--- src/rtl/stack_pkg.sv ---
// Shared types and default sizes for the LIFO stack controller.
package stack_pkg;
  localparam int DATA_WIDTH_DEF = 8;
  localparam int ADDR_WIDTH_DEF = 8;
  localparam int DEPTH_DEF      = 256;

  typedef enum logic [1:0] {
    S_IDLE    = 2'd0,
    S_WRITE   = 2'd1,
    S_READ    = 2'd2,
    S_CAPTURE = 2'd3
  } state_t;
endpackage

--- src/rtl/stack_pointer.sv ---
// Stack entry counter with empty/full decode and top-entry address.
module stack_pointer
  import stack_pkg::*;
#(
  parameter int ADDR_WIDTH = ADDR_WIDTH_DEF,
  parameter int DEPTH      = DEPTH_DEF
) (
  input  logic                  Clk,
  input  logic                  ResetN,
  input  logic                  i_inc,
  input  logic                  i_dec,
  output logic [ADDR_WIDTH:0]   o_count,
  output logic                  o_empty,
  output logic                  o_full,
  output logic [ADDR_WIDTH-1:0] o_top_addr
);

  logic [ADDR_WIDTH:0] r_count;

  // Count register: increments on push, decrements on pop, otherwise holds.
  always_ff @(posedge Clk or negedge ResetN) begin
    if (!ResetN) begin
      r_count <= '0;
    end else if (i_inc && !i_dec) begin
      r_count <= r_count + (ADDR_WIDTH+1)'(1);
    end else if (i_dec && !i_inc) begin
      r_count <= r_count - (ADDR_WIDTH+1)'(1);
    end
  end

  assign o_count    = r_count;
  assign o_empty    = (r_count == '0);
  assign o_full     = (r_count == (ADDR_WIDTH+1)'(DEPTH));
  // Low bits only: at Count==DEPTH this is DEPTH-1, the last written entry.
  assign o_top_addr = r_count[ADDR_WIDTH-1:0] - ADDR_WIDTH'(1);

endmodule

--- src/rtl/stack_controller.sv ---
// LIFO stack sequencer for a single-port RAM with registered read data.
// Optional macro STACK_ERROR_FLAG_EN: sticky overflow/underflow Error flag.
//
// state   | meaning
// IDLE    | accepting push/pop, RAM idle
// WRITE   | writing Top to RAM at Count-1
// READ    | reading new top entry at Count-1
// CAPTURE | RAM data valid, load into Top
module stack_controller
  import stack_pkg::*;
#(
  parameter int DATA_WIDTH = DATA_WIDTH_DEF,
  parameter int ADDR_WIDTH = ADDR_WIDTH_DEF,
  parameter int DEPTH      = DEPTH_DEF
) (
  input  logic                  Clk,
  input  logic                  ResetN,
  input  logic                  Push,
  input  logic                  Pop,
  input  logic [DATA_WIDTH-1:0] DataIn,
  input  logic [DATA_WIDTH-1:0] RamDataOut,
  output logic                  RamEnable,
  output logic                  RamWriteEnable,
  output logic [ADDR_WIDTH-1:0] RamAddress,
  output logic [DATA_WIDTH-1:0] RamDataIn,
  output logic [DATA_WIDTH-1:0] Top,
  output logic                  TopValid,
  output logic [ADDR_WIDTH:0]   Count,
  output logic                  Empty,
  output logic                  Full,
  output logic                  Ready,
  output logic                  Error
);

  state_t                r_state, w_next_state;
  logic [DATA_WIDTH-1:0] r_top;
  logic                  r_top_valid;
  logic                  w_inc, w_dec, w_load_in, w_capture, w_clear_valid;
  logic [ADDR_WIDTH-1:0] w_top_addr;
  logic                  w_last;

  stack_pointer #(.ADDR_WIDTH(ADDR_WIDTH), .DEPTH(DEPTH)) u_ptr (
    .Clk        (Clk),
    .ResetN     (ResetN),
    .i_inc      (w_inc),
    .i_dec      (w_dec),
    .o_count    (Count),
    .o_empty    (Empty),
    .o_full     (Full),
    .o_top_addr (w_top_addr)
  );

  assign w_last = (Count == (ADDR_WIDTH+1)'(1));

  // State register.
  always_ff @(posedge Clk or negedge ResetN) begin
    if (!ResetN) r_state <= S_IDLE;
    else         r_state <= w_next_state;
  end

  // Next state and datapath controls; Push+Pop on an empty stack is a plain push.
  always_comb begin
    w_next_state  = r_state;
    w_inc         = 1'b0;
    w_dec         = 1'b0;
    w_load_in     = 1'b0;
    w_capture     = 1'b0;
    w_clear_valid = 1'b0;
    case (r_state)
      S_IDLE: begin
        if (Push && (!Pop || Empty)) begin
          if (!Full) begin
            w_load_in    = 1'b1;
            w_inc        = 1'b1;
            w_next_state = S_WRITE;
          end
        end else if (Push && Pop) begin
          w_load_in    = 1'b1;
          w_next_state = S_WRITE;
        end else if (Pop && !Empty) begin
          w_dec = 1'b1;
          if (w_last) w_clear_valid = 1'b1;
          else        w_next_state  = S_READ;
        end
      end
      S_WRITE:   w_next_state = S_IDLE;
      S_READ:    w_next_state = S_CAPTURE;
      S_CAPTURE: begin
        w_capture    = 1'b1;
        w_next_state = S_IDLE;
      end
      default:   w_next_state = S_IDLE;
    endcase
  end

  // RAM strobes and Ready decoded from the current state.
  always_comb begin
    Ready          = 1'b0;
    RamEnable      = 1'b0;
    RamWriteEnable = 1'b0;
    RamAddress     = '0;
    RamDataIn      = '0;
    case (r_state)
      S_IDLE:  Ready = 1'b1;
      S_WRITE: begin
        RamEnable      = 1'b1;
        RamWriteEnable = 1'b1;
        RamAddress     = w_top_addr;
        RamDataIn      = r_top;
      end
      S_READ: begin
        RamEnable  = 1'b1;
        RamAddress = w_top_addr;
      end
      default: ;
    endcase
  end

  // Top-of-stack register and its valid flag.
  always_ff @(posedge Clk or negedge ResetN) begin
    if (!ResetN) begin
      r_top       <= '0;
      r_top_valid <= 1'b0;
    end else if (w_load_in) begin
      r_top       <= DataIn;
      r_top_valid <= 1'b1;
    end else if (w_capture) begin
      r_top       <= RamDataOut;
      r_top_valid <= 1'b1;
    end else if (w_clear_valid) begin
      r_top_valid <= 1'b0;
    end
  end

  assign Top      = r_top;
  assign TopValid = r_top_valid;

`ifdef STACK_ERROR_FLAG_EN
  logic r_error;
  logic w_err_event;

  assign w_err_event = (r_state == S_IDLE) &&
                       ((Push && !Pop && Full) || (Pop && !Push && Empty));

  // Sticky error: set on any overflow or underflow, cleared only by reset.
  always_ff @(posedge Clk or negedge ResetN) begin
    if (!ResetN)          r_error <= 1'b0;
    else if (w_err_event) r_error <= 1'b1;
  end

  assign Error = r_error;
`else
  assign Error = 1'b0;
`endif

endmodule

--- config.mk ---
export PLATFORM = sky130hd
export DESIGN_NAME = stack_controller
export DESIGN_NICKNAME = d
export VERILOG_FILES = /design/src/rtl/stack_pkg.sv /design/src/rtl/stack_pointer.sv /design/src/rtl/stack_controller.sv
export SDC_FILE = /design/constraint.sdc
export NUM_CORES = 1
export LEC_CHECK = 0
export BUFFER_PORTS_ARGS = -buffer_cell sky130_fd_sc_hd__buf_2
export CAP_MARGIN = 20
export CORE_MARGIN = 3
export CORE_UTILIZATION = 30
export DETAILED_ROUTE_END_ITERATION = 16
export HOLD_SLACK_MARGIN = 0.05
export SYNTH_ARGS = -nofsm -noshare
export SYNTH_HDL_FRONTEND = slang
export SYNTH_SLANG_ARGS = --single-unit
export TNS_END_PERCENT = 100
--- constraint.sdc ---
create_clock -name Clk -period 3.7 [get_ports Clk]
set_clock_uncertainty 0.05 [all_clocks]
set_input_delay 0.555 -clock Clk [delete_from_list [all_inputs] [get_ports Clk]]
set_output_delay 0.555 -clock Clk [all_outputs]
set_load 0.02 [all_outputs]
# After elaboration in Yosys (flattened, before gate mapping)
# Index checks and enable logic that the tools add are counted.
# op_classes
n_bitwise	0
addsub	3
div	0
multipliers	0
n_eq_ne	8
n_shift	0
order_cmp	0
reduce_logical	18
n_mux	34
# ops
cell	count
$mux 8	4
$mux 1	22
$mux 9	2
$mux 2	5
$add 9x1->9 const B	1
$eq 9x1->1 const B	1
$eq 9x9->1 const B	1
$logic_not 9->1	1
$sub 9x1->9 const B	1
$ne 4x4->1 const B	2
$sub 8x1->8 const B	1
$pmux 2 s3	1
$logic_and 1x1->1	5
$eq 2x2->1 const B	2
$logic_not 1->1	4
$reduce_bool 2->1	2
$reduce_or 2->1	2
$ne 3x3->1 const B	1
$reduce_and 3->1	1
$reduce_bool 3->1	1
$eq 2x1->1 const B	1
$logic_not 2->1	1
$logic_or 1x1->1	1
# totals
out_inout_bits	40
word_cells	67
mem_bits_rw	0
inputBits	20
register_bits	20
memories	0
latchBits	0
rom_bits	0

# Depth between registers and ports, before layout
# logic_depth
ltp_word	10
ltp_mapped	11
ltp_nobuf	10

# Cells and area by module
# From an unflattened synthesis, not the netlist that was laid out.
# hier_totals
cells_unflattened	185
hier_area_um2	1637.8
# modules_own_cells
mod	instances	cells_each	area_each_um2
stack_pointer	1	104	875.8
stack_controller	1	81	762.0

# Worst setup path before layout
# OpenSTA, ideal clock, no wires.
# synth_timing
kind	register -> register
from	register u_ptr.r_count[5], in the netlist u_ptr.o_count[5]
to	register u_ptr.r_count[8], in the netlist u_ptr.o_count[8]
t_required_ns	3.517
t_arrival_ns	2.730
synth_period_minus_slack_ns	2.913
slack_ns	0.787
stages_incl_launch_ff	12
cell_sequence	dfrtp_1 -> buf_6 -> or4_4 -> nor2_1 -> and3_1 -> a211oi_1 -> ha_1 -> clkbuf_1 -> nor2_1 -> nand2_1 -> o32a_1 -> xnor2_1
# synth_via
word_cells_on_any_way	22
classes_between	add/sub: 2; eq/ne: 1; mux: 9; reduce/logical: 10
# synth_lines
item	line_no	text
from (decl)	stack_pointer.sv:18	logic [ADDR_WIDTH:0] r_count;
from (signal assigned)	stack_pointer.sv:25	r_count <= r_count + (ADDR_WIDTH+1)'(1);
from (signal assigned)	stack_pointer.sv:27	r_count <= r_count - (ADDR_WIDTH+1)'(1);
$eq 9x9->1 (*)	stack_pointer.sv:33	assign o_full = (r_count == (ADDR_WIDTH+1)'(DEPTH));
net Full	stack_controller.sv:30	output logic Full,
$mux 1 (*)	stack_controller.sv:72	if (!Full) begin
$mux 1 (*)	stack_controller.sv:71	if (Push && (!Pop || Empty)) begin
$mux 1 (*)	stack_controller.sv:69	case (r_state)
$logic_not 1->1	stack_pointer.sv:26	end else if (i_dec && !i_inc) begin
$logic_and 1x1->1	stack_pointer.sv:26	
$reduce_bool 2->1 (no source line)	--	
# Mark *: on every way through the listed nets, which the timed path passes. The rest lies on a longest branch. The select of a mux whose other input is x is not followed.
# A chain may end at the register's enable or synchronous reset.

# Worst setup path in the final report
# layout_timing
from	register u_ptr.r_count[0], in the netlist u_ptr.o_count[0]
to	output port RamAddress[6]
# layout_via
elab_chain_len	2
# layout_lines
item	line_no	text
$sub 8x1->8	stack_pointer.sv:35	assign o_top_addr = r_count[ADDR_WIDTH-1:0] - ADDR_WIDTH'(1);
$mux 8	stack_controller.sv:103	case (r_state)
to (decl)	stack_controller.sv:24	output logic [ADDR_WIDTH-1:0] RamAddress,
# Every way passes these cells.

==> out/qor.yml <==
run_status:
  run_status: "finished, final reports clean"
worst_setup_path:
  timing.rr.end: "u_ptr.o_count[7]"
  critPathMaxFanout: 9
  reg2reg_depth: 8
  r2r_start: "u_ptr.o_count[5]"
  worst_ep_arrival_time_ns: 2.56
  crit_type: "reg -> out"
  required_ns: 3.09
  end_kind: "output port"
  rrSetupSlack_ns: 0.66
  start_kind: "flop"
floorplanning:
  rows: 25
  start_util_pct: 31.50
  io_pins: 60
  dieWidth_um: 76.89
  die_area_mm2: 0.005912
  core_mm2: 0.004786
  die_y_um: 76.89
clock_network:
  path_clk_slew_ns: 0.08
  tritoncts: "yes"
  numCtsBuffers: 3
  cts_sinks: 20
  cts-resized-gates: 0
  post-cts-setup-buffer-count: 0
  clkLatencyLatePin_ns: 0.26
  hold_buffers: 0
  root_buffer: "clkbuf_8"
  clk_path_buf_depth: 2
  cts_max_level: 1
synth:
  synth_cell_type_count: 46
  yosysSeqAreaShare_pct: 33.20
  avgSynthCellArea_um2: 9.193
  syn-cell-area_mm2: 0.001508
  syn_nets: 193
  yosys_warnings: 0
  ys_ff_latch: 20
  syn_inst: 164
  synth-edff-count: 0
  synth_ff_type: "dfrtp_1"
  async_flop_share_pct: 100.0
routing:
  ant_nets: 0
  drt-initial-drc-count: 29
  vias: 1378
  drt-vias-per-instance: 4.835
  avgRoutedWirePerCell_um: 13.07
  first_pass_iters: 4
  drc: 0
  routed_wl_um: 3724
power_and_ir_drop:
  irDropWorstVdd_mv: 0.4676
  powerDensity_mw_per_mm2: 987.1
  p_leak_nw: 0.8664
  finalPower_w: 0.001848
grt:
  grt_overflow_total: 0
  grt.total_usage_pct: 12.57
  grt_max_degree: 21
  grt_antenna_before_repair: 0
  grt_pass1_vias: 1358
  grt_pass1_wl_um: 6265
sta:
  relSlewSlack_pct: 49.72
  rsz0062_at_grt: "no"
  period_share_pct: 85.48
  setup_tns_ns: 0
  hold_violations: 0
  fin_crit_ns: 3.163
  setup_viol: 0
  setup_ws_ns: 0.5371
  clock.fmax_mhz: 316.2
  drv_slew: 0
  worst_pin_slew_ns: 0.7524
placement:
  dp_hpwl_um: 2850
  io_buffers: 58
  dp_slack_ns: 0.6910
  gp_congestion: 0.7544
flow_run:
  cap_violations: 0
finish:
  diodes: 0
  fin_nets: 248
  syn_to_final_growth_pct: 24.15
  drive_gt1_share_pct: 35.32
min_path:
  hp-class: "in -> async"
==> routing by layer <==
layer	track usage [%]	vias to the layer above	wire length [um]
met1	15.89	640	1728
li1	-	675	-
met5	0	-	0
met2	22.13	61	1696
met4	0.5435	0	4
met3	3.756	2	293
==> cells in the mapped netlist (3+ instances only) <==
cell type / number / area share [%]
nor2b_1: 4 / 1.7
inv_1: 4 / 1.0
nand2_1: 8 / 2.0
dfrtp_1: 20 / 33
a21oi_1: 12 / 4.0
mux2i_1: 8 / 5.3
clkbuf_1: 3 / 0.75
nor2_1: 16 / 4.0
xor2_1: 8 / 4.6
or4b_2: 3 / 2.0
xnor2_1: 5 / 2.9
nand3b_1: 3 / 1.5
nand3_1: 4 / 1.3
ha_1: 9 / 7.5
o21ai_0: 3 / 1.0
and2_1: 12 / 5.0
nor3_1: 3 / 1.0
nand4_1: 3 / 1.2
==> logic make-up after synthesis <==
kind of cell,count (synthesis),share of synthesized area (%)
AOI/OAI and AO/OA,30,14.03
DFF,20,33.20
adders and majority gates,9,7.469
other,1,0.2487
buffers and inverters,13,5.809
xor gates and xnor gates,13,7.552
muxes,8,5.311
and+or+nand+nor,70,26.39
==> layout by cell type (no fill, tap or decap), types with 2 or more instances in the layout <==
cell type | Yosys | routed
nor2b_1 | 4 | 4
inv_1 | 4 | 4
nand3_1 | 4 | 4
buf_2 | 0 | 58
nand2b_1 | 2 | 2
and2_1 | 12 | 12
xor2_1 | 8 | 8
nand2_1 | 8 | 8
or4b_2 | 3 | 3
ha_1 | 9 | 9
o21ai_0 | 3 | 3
a21oi_1 | 12 | 12
or3b_2 | 2 | 2
clkbuf_8 | 2 | 4
o31ai_1 | 2 | 2
nor2_1 | 16 | 16
nand3b_1 | 3 | 3
nor3_1 | 3 | 3
mux2i_1 | 8 | 8
xnor2_1 | 5 | 5
dfrtp_1 | 20 | 20
or2_2 | 2 | 2
a211oi_1 | 2 | 2
nand4_1 | 3 | 3
and3_1 | 2 | 2
==> flip-flops by register name (all words and copies together) (netlist names) <==
signal and cells:
Top 8, TopValid 1, r_state 2, u_ptr.o_count 9
==> cell type report <==
class | count | area, um^2
clock buffers | 4 | 55.05
fillers | 501 | 2914
inverters | 4 | 15.01
multi-input cells | 131 | 919.6
flip-flops and latches | 20 | 500.5
well taps | 67 | 83.83
repair buffers | 59 | 297.8
==> worst max-delay path, stage by stage, from the launching register on <==
cell      delay [ns]
dfrtp_1         0.49
inv_1           0.13
ha_1            0.24
or4b_2          0.68
or3_2           0.44
a21boi_1        0.15
buf_2           0.18
==> stage by stage <==
stage | area (um^2) | util, % | std cells | hold WS [ns]
finish | 1872 | 39.11 | 285 | 0.2014
global route | 1872 | 39.11 | 285 | 0.2304
CTS | 1872 | 39.11 | 285 | 0.2156
detailed placement | 1817 | 37.96 | 281 | 0.4806
global placement | 1817 | 37.96 | 281 | 0.4523
floorplan | 1508 | - | 164 | 0.2094
==> where the power goes <==
group | total (W) | switching [W] | internal [W]
sequential | 0.000492 | 0.000168 | 0.000324
combinational | 0.00119 | 0.000718 | 0.000469
clock | 0.000170 | 0.0000749 | 0.0000947
total | 0.00185 | 0.000960 | 0.000887
==> worst max path at each step <==
stage / startpoint / endpoint / slack (ns) / cells after the start
global placement: u_ptr.o_count[5] / u_ptr.o_count[8] / 0.77 / 8
floorplan: u_ptr.o_count[5] / u_ptr.o_count[8] / 0.79 / 11
detailed placement: u_ptr.o_count[5] / u_ptr.o_count[7] / 0.69 / 8
CTS: u_ptr.o_count[0] / RamAddress[6] / 0.53 / 6
finish: u_ptr.o_count[0] / RamAddress[6] / 0.54 / 6
global route: u_ptr.o_count[0] / RamAddress[6] / 0.41 / 6
Power figures use the tool's default switching activity.
